[src/rtl/return_address_stack.sv]
// Hardware call/return stack feeding the program counter.
// Calls save the current counter value; returns pulse load with the saved address one cycle later.
module return_address_stack #(
  parameter int WIDTH = 16,
  parameter int DEPTH = 8,
  parameter int PTR_W = 3
) (
  input  logic             clk,
  input  logic             reset,
  input  logic             call,
  input  logic             ret,
  input  logic [WIDTH-1:0] counter,
  output logic             load,
  output logic [WIDTH-1:0] address,
  output logic             full,
  output logic             empty,
  output logic [PTR_W:0]   depth,
  output logic             overflow,
  output logic             underflow
);

  localparam logic [PTR_W:0] DEPTH_C = (PTR_W+1)'(DEPTH);

  logic [WIDTH-1:0] mem [DEPTH];
  logic [PTR_W:0]   count;
  logic [PTR_W-1:0] push_idx;
  logic [PTR_W-1:0] top_idx;
  logic [PTR_W-1:0] wr_idx;
  logic             pop_ok;
  logic             grow;
  logic             shrink;
  logic             wr_en;

  assign depth = count;
  assign full  = (count == DEPTH_C);
  assign empty = (count == '0);

  // Low pointer bits wrap to 0 when full, so top_idx still lands on DEPTH-1.
  assign push_idx = count[PTR_W-1:0];
  assign top_idx  = push_idx - PTR_W'(1);

  // Simultaneous call+ret is pop-then-push: the top entry is overwritten in place.
  assign pop_ok = ret && !empty;
  assign grow   = call && !pop_ok && !full;
  assign shrink = pop_ok && !call;
  assign wr_en  = call && (pop_ok || !full);
  assign wr_idx = pop_ok ? top_idx : push_idx;

  always_ff @(posedge clk) begin
    if (reset && wr_en) begin
      mem[wr_idx] <= counter;
    end
  end

  always_ff @(posedge clk) begin
    if (!reset) begin
      count     <= '0;
      load      <= 1'b0;
      address   <= '0;
      overflow  <= 1'b0;
      underflow <= 1'b0;
    end else begin
      load <= pop_ok;
      if (pop_ok) begin
        address <= mem[top_idx];
      end
      if (grow) begin
        count <= count + (PTR_W+1)'(1);
      end else if (shrink) begin
        count <= count - (PTR_W+1)'(1);
      end
      if (call && full && !pop_ok) begin
        overflow <= 1'b1;
      end
      if (ret && empty) begin
        underflow <= 1'b1;
      end
    end
  end

endmodule

[config.mk]
export PLATFORM = sky130hd
export DESIGN_NAME = return_address_stack
export DESIGN_NICKNAME = d
export VERILOG_FILES = /design/src/rtl/return_address_stack.sv
export SDC_FILE = /design/constraint.sdc
export NUM_CORES = 1
export LEC_CHECK = 0
export ABC_AREA = 1
export CAP_MARGIN = 10
export CORE_ASPECT_RATIO = 1.4
export CORE_UTILIZATION = 55
export CTS_CLUSTER_SIZE = 12
export DETAILED_ROUTE_END_ITERATION = 12
export GPL_ROUTABILITY_DRIVEN = 0
export HOLD_SLACK_MARGIN = 0.02
export PLACE_DENSITY = 0.73
export SETUP_SLACK_MARGIN = 0.15
export SYNTH_ARGS = -nofsm -noshare
export SYNTH_HDL_FRONTEND = slang
export SYNTH_SLANG_ARGS = --single-unit
[constraint.sdc]
create_clock -name clk -period 4.09 [get_ports clk]
set_input_delay 0.818 -clock clk [delete_from_list [all_inputs] [get_ports clk]]
set_output_delay 0.818 -clock clk [all_outputs]
set_load 0.005 [all_outputs]
# Yosys cells after proc, flatten, opt, wreduce, memory -nomap -nowiden
# Memory sizes are Yosys's and may differ from the RTL's. A register that Yosys moved wholly into a read port is not among the register bits.
# Cells that the tools add are included.
[totals]
ff_bits = 7
ramBits = 128
in_bits = 20
output_inout_bits = 25
word_cells = 31
mem_count = 1
[mem_list]
columns = ["name", "depth", "width", "read_ports", "rd_clocked_by_memory_dff", "write_ports", "line", "rtl"]
rows = [
  ["mem", 8, 16, 1, 1, 1, "24", "logic [WIDTH-1:0] mem [DEPTH];"],
]
[classes]
add_sub_neg = 3
n_eq_ne = 1
n_mux = 5
reduce_logical = 17
[ops]
columns = ["operator", "count"]
rows = [
  ["1-bit logical AND", 9],
  ["4-bit two-way mux", 2],
  ["1-bit logical NOT", 5],
  ["4-bit by 1-bit adder with 4-bit output, second input constant", 1],
  ["4-bit == test, second input constant", 1],
  ["4-bit logical NOT", 1],
  ["4-bit by 1-bit subtractor with 4-bit output, second input constant", 1],
  ["3-bit two-way mux", 1],
  ["3-bit by 1-bit subtractor with 3-bit output, second input constant", 1],
  ["1-bit two-way mux", 2],
  ["2-bit nonzero test", 1],
  ["1-bit logical OR", 1],
]

# Longest topological paths before layout
[depth]
ltp_word = 8
depth_mapped = 18
mapped_depth_nobuf = 15

# Worst setup path after synthesis
# OpenSTA, ideal clock, no wires.
[synth_timing]
path_kind = "register to register"
start = "register count[0], in the netlist depth[0]"
end = "memory mem[5][0], enable pin"
setup_ps = 388
arrival_ps = 2473
t_required_ps = 3702
setup_slack_ps = 1229
stages_incl_launch_ff = 13
n_path_buf = 4
synth_period_minus_slack_ps = 2861
path_cell_list = "dfxtp_1 buf_2 inv_1 buf_2 buf_4 ha_1 nand3_2 nand2_4 buf_6 nand2_1 nand2_1 nand2_1 nor2_1"
[synth_via]
word_cells_on_any_way = 12
classes_between = "add/sub: 1; eq/ne: 1; mux: 3; reduce/logical: 7"
[synth_rtl]
columns = ["item", "line", "rtl"]
rows = [
  ["start: declaration", "25", "logic [PTR_W:0] count;"],
  ["start signal: assignment", "68", "count <= count + (PTR_W+1)'(1);"],
  ["start signal: assignment", "70", "count <= count - (PTR_W+1)'(1);"],
  ["3-bit by 1-bit subtractor with 3-bit output", "40", "assign top_idx = push_idx - PTR_W'(1);"],
  ["named net top_idx[0]", "27", "logic [PTR_W-1:0] top_idx;"],
  ["3-bit two-way mux", "47", "assign wr_idx = pop_ok ? top_idx : push_idx;"],
  ["end: declaration", "24", ""],
]
# The timed path passes the listed nets, and every way through them passes these cells.

# Worst setup path after layout
[layout_timing]
start = "register count[0], in the netlist depth[0]"
end = "output depth[0]"
[layout_rtl]
columns = ["item", "line", "rtl"]
rows = [
  ["end: declaration", "17", "output logic [PTR_W:0] depth,"],
]
# No word-level cell between the ends.

==> flow_summary_export.csv <==
group,metric,value,unit
critical_path,slowest_delay,630,ps
routing,dr_total_vias,4629,
floorplan,die_h,130.0,um
grt,grt_max_degree,71,
finish,finalNonFillerCells,851,
finish,n_antenna_cell,0,
critical_path,path_delay_family,"buffers and inverters",
sta,post-route-period-util,68.12,%
power,ir_worst_vdd,0.0003805,V
finish,n_fill_cell,887,
clock_network,cts_buffers,17,
critical_path,crit_chain,"buf_4, clkdlybuf4s50_1",
synth,ys_ff_latch,151,
clock_network,post_cts_buffers,0,
grt,grt_first_pass_wirelength,23.28,mm
finish,syn2layout_area_growth,17.15,%
clock_network,cts_root_buffer,"clkbuf_16",
finish,register_area,4305,sq um
run,maxCapViolations,0,
placement,dpl_cell_area,7030,sq um
clock_network,cts_tree,"yes",
synth,synth.avg_cell_area,9.986,sq um
sta,tightestPinTransition,1060,ps
critical_path,end_kind,"primary output",
floorplan,die_area,12150,sq um
synth,yosysUniqueCellTypes,23,
synth,synth_compound_area_share,1.884,%
clock_network,clk_pin_slew,60,ps
clock_network,htree_levels,4,
floorplan,initial_utilization,56.52,%
synth,synth.area.top_cells,"edfxtp_1, nand2_1, nand3_1",
finish,layout-drive-gt1-share,7.072,%
routing,drt_iter0_drc,637,
critical_path,crit_type,"flip-flop to primary output",
sta,skew,6.409,ps
grt,grt_pass1_vias,4466,
sta,final-max-slew-violation-count,0,
critical_path,crit_buf_inv,2,
clock_network,clock_latency,420,ps
run_status,outcome,"complete, no violations",
critical_path,critPathMaxFanout,70,
routing,drt_first_pass_iters,5,
placement,dp_hpwl,9.665,mm
placement,place_inst,819,
synth,synth_edf_count,128,
synth,synth_top_family_by_area,"simple AND/OR/NAND/NOR gates",
sta,rsz0062_at_grt,"false",
clock_network,cts.repair.resized,0,
floorplan,die_x,93.46,um
floorplan,row_count,46,
sta,finalSetupViolations,0,
synth,yosysWarnings,0,
sta,fin_hold_ws,444.2,ps
clock_network,cts_buffer_depth,2,
grt,antenna_found_initial,0,
sta,post-route-min-period,2786,ps
routing,vias_per_cell,5.439,
synth,synth_xor_area_share,0.5245,%
critical_path,worst_path_max_delay_cell,"clkdlybuf4s50_1",
routing,antenna_left,0,
synth,postSynthCellCount,645,
hold_path,hold_class,"flip-flop to flip-flop",
synth,synth_fa_ha_area_share,0.8936,%
synth,syn-num-nets,669,
sta,clock.fmax,359.0,MHz
floorplan,io_pins,45,
synth,synthFlopType,"edfxtp_1",
routing,drcViolationCount,0,
finish,num-nets-final,718,
sta,final_hold_viol_count,0,
critical_path,arrival,1970,ps
synth,ys_async_sr_fraction,0,%
sta,relSlewSlack,29.28,%
synth,yosysTopAreaCell,"edfxtp_1",
critical_path,cp_data_required_time,3270,ps
floorplan,core,11400,sq um
sta,finalSetupTns,0,ps
routing,wl_per_cell,17.34,um
synth,synth_mux_area_share,0,%
synth,synth_area,6441,sq um
synth,synth_top_area_share,59.67,%
power,total_leakage_power,3.190,nW
clock_network,cts_hold_buf,0,
routing,wl,14.76,mm
grt,grt.total_usage,26.53,%
finish,final_area,7546,sq um
critical_path,cp-start-kind,"flip-flop",
placement,io_buffer_count,44,
grt,gr-total-overflow,0,
synth,ys_seq_area_share,66.82,%
finish,multi_input_area,1570,sq um
synth,synth-simple-area-share,21.08,%
clock_network,cts_sinks,151,
power,p_per_area,653.2,nW/um^2
[where the power goes]
part           switching, mW  internal (mW)  total, mW
logic                   1.08          0.556       1.64
clock network          0.582          0.767       1.35
registers             0.0765           1.87       1.94
total                   1.74           3.19       4.93
[synth_stat cells (2+ instances only)]
library cell / instances
inv_1: 111
dfxtp_1: 23
buf_2: 11
edfxtp_1: 128
nor2_1: 14
clkbuf_1: 12
xnor2_1: 2
nand3_1: 104
ha_1: 3
nand2_1: 202
buf_4: 4
a21oi_1: 20
[stage by stage]
step | utilization (%) | total power, mW | worst slack [ps]
floorplan | - | 3.063 | 1229
finish | 66.22 | 4.929 | 1304
detailed placement | 61.69 | 3.564 | 981.1
global route | 66.22 | 5.211 | 1147
global placement | 61.69 | 3.524 | 1114
CTS | 66.22 | 4.912 | 1301
[kinds of logic (layout without fill, tap and decap cells)]
kind of cell / Yosys count / count (layout)
and+or+nand+nor: 323 / 323
xor gates and xnor gates: 3 / 3
DFF: 151 / 151
AOI/OAI and AO/OA: 23 / 23
adders and majority gates: 4 / 4
buffers and inverters: 141 / 203
[per-layer routing]
metal,vias to the layer above,global-route usage [%],wire (um)
met5,-,0,0
met1,2188,35.40,6147
li1,2175,-,-
met3,35,5.711,1033
met2,231,43.43,7183
met4,0,9.050,393
[tightest hold or removal path: stages (launching register included)]
cell and delay [ps]:
dfxtp_1 310, nand2_1 50, nand2_1 40
[cell type report]
type / instances / area share, %
sequential: 151 / 57.06
multi-input combinational: 353 / 20.81
timing repair buffer: 59 / 7.329
clock buffer: 19 / 5.737
inverter: 112 / 5.588
tap: 144 / 2.388
clock inverter: 13 / 1.094
[sequential cells by signal, summed over array words and instances, names as in the netlist]
signal / count
overflow: 1
load: 1
depth: 4
address: 16
mem: 128
underflow: 1
[cell usage in the layout (no fill, tap or decap), types with 2 or more instances in the layout]
| cell | count |
|---|---|
| clkbuf_1 | 2 |
| xnor2_1 | 2 |
| ha_1 | 3 |
| nand3_1 | 104 |
| inv_1 | 110 |
| clkdlybuf4s50_1 | 44 |
| clkinvlp_4 | 3 |
| a21oi_1 | 20 |
| dfxtp_1 | 22 |
| nand2_1 | 202 |
| clkinv_2 | 7 |
| buf_4 | 15 |
| clkinv_1 | 2 |
| edfxtp_1 | 128 |
| nor2_1 | 14 |
| clkinv_4 | 2 |
| clkbuf_16 | 17 |
[final timing paths]
path	from	end	slack (ps)	cells after the start
max	depth[0]	depth[0]	1300	2
min	overflow	overflow	440	2
max reg2reg	depth[1]	mem[4][7]	1330	8
min reg2reg	overflow	overflow	440	2
Note: power is estimated with default switching activity, not from simulation.
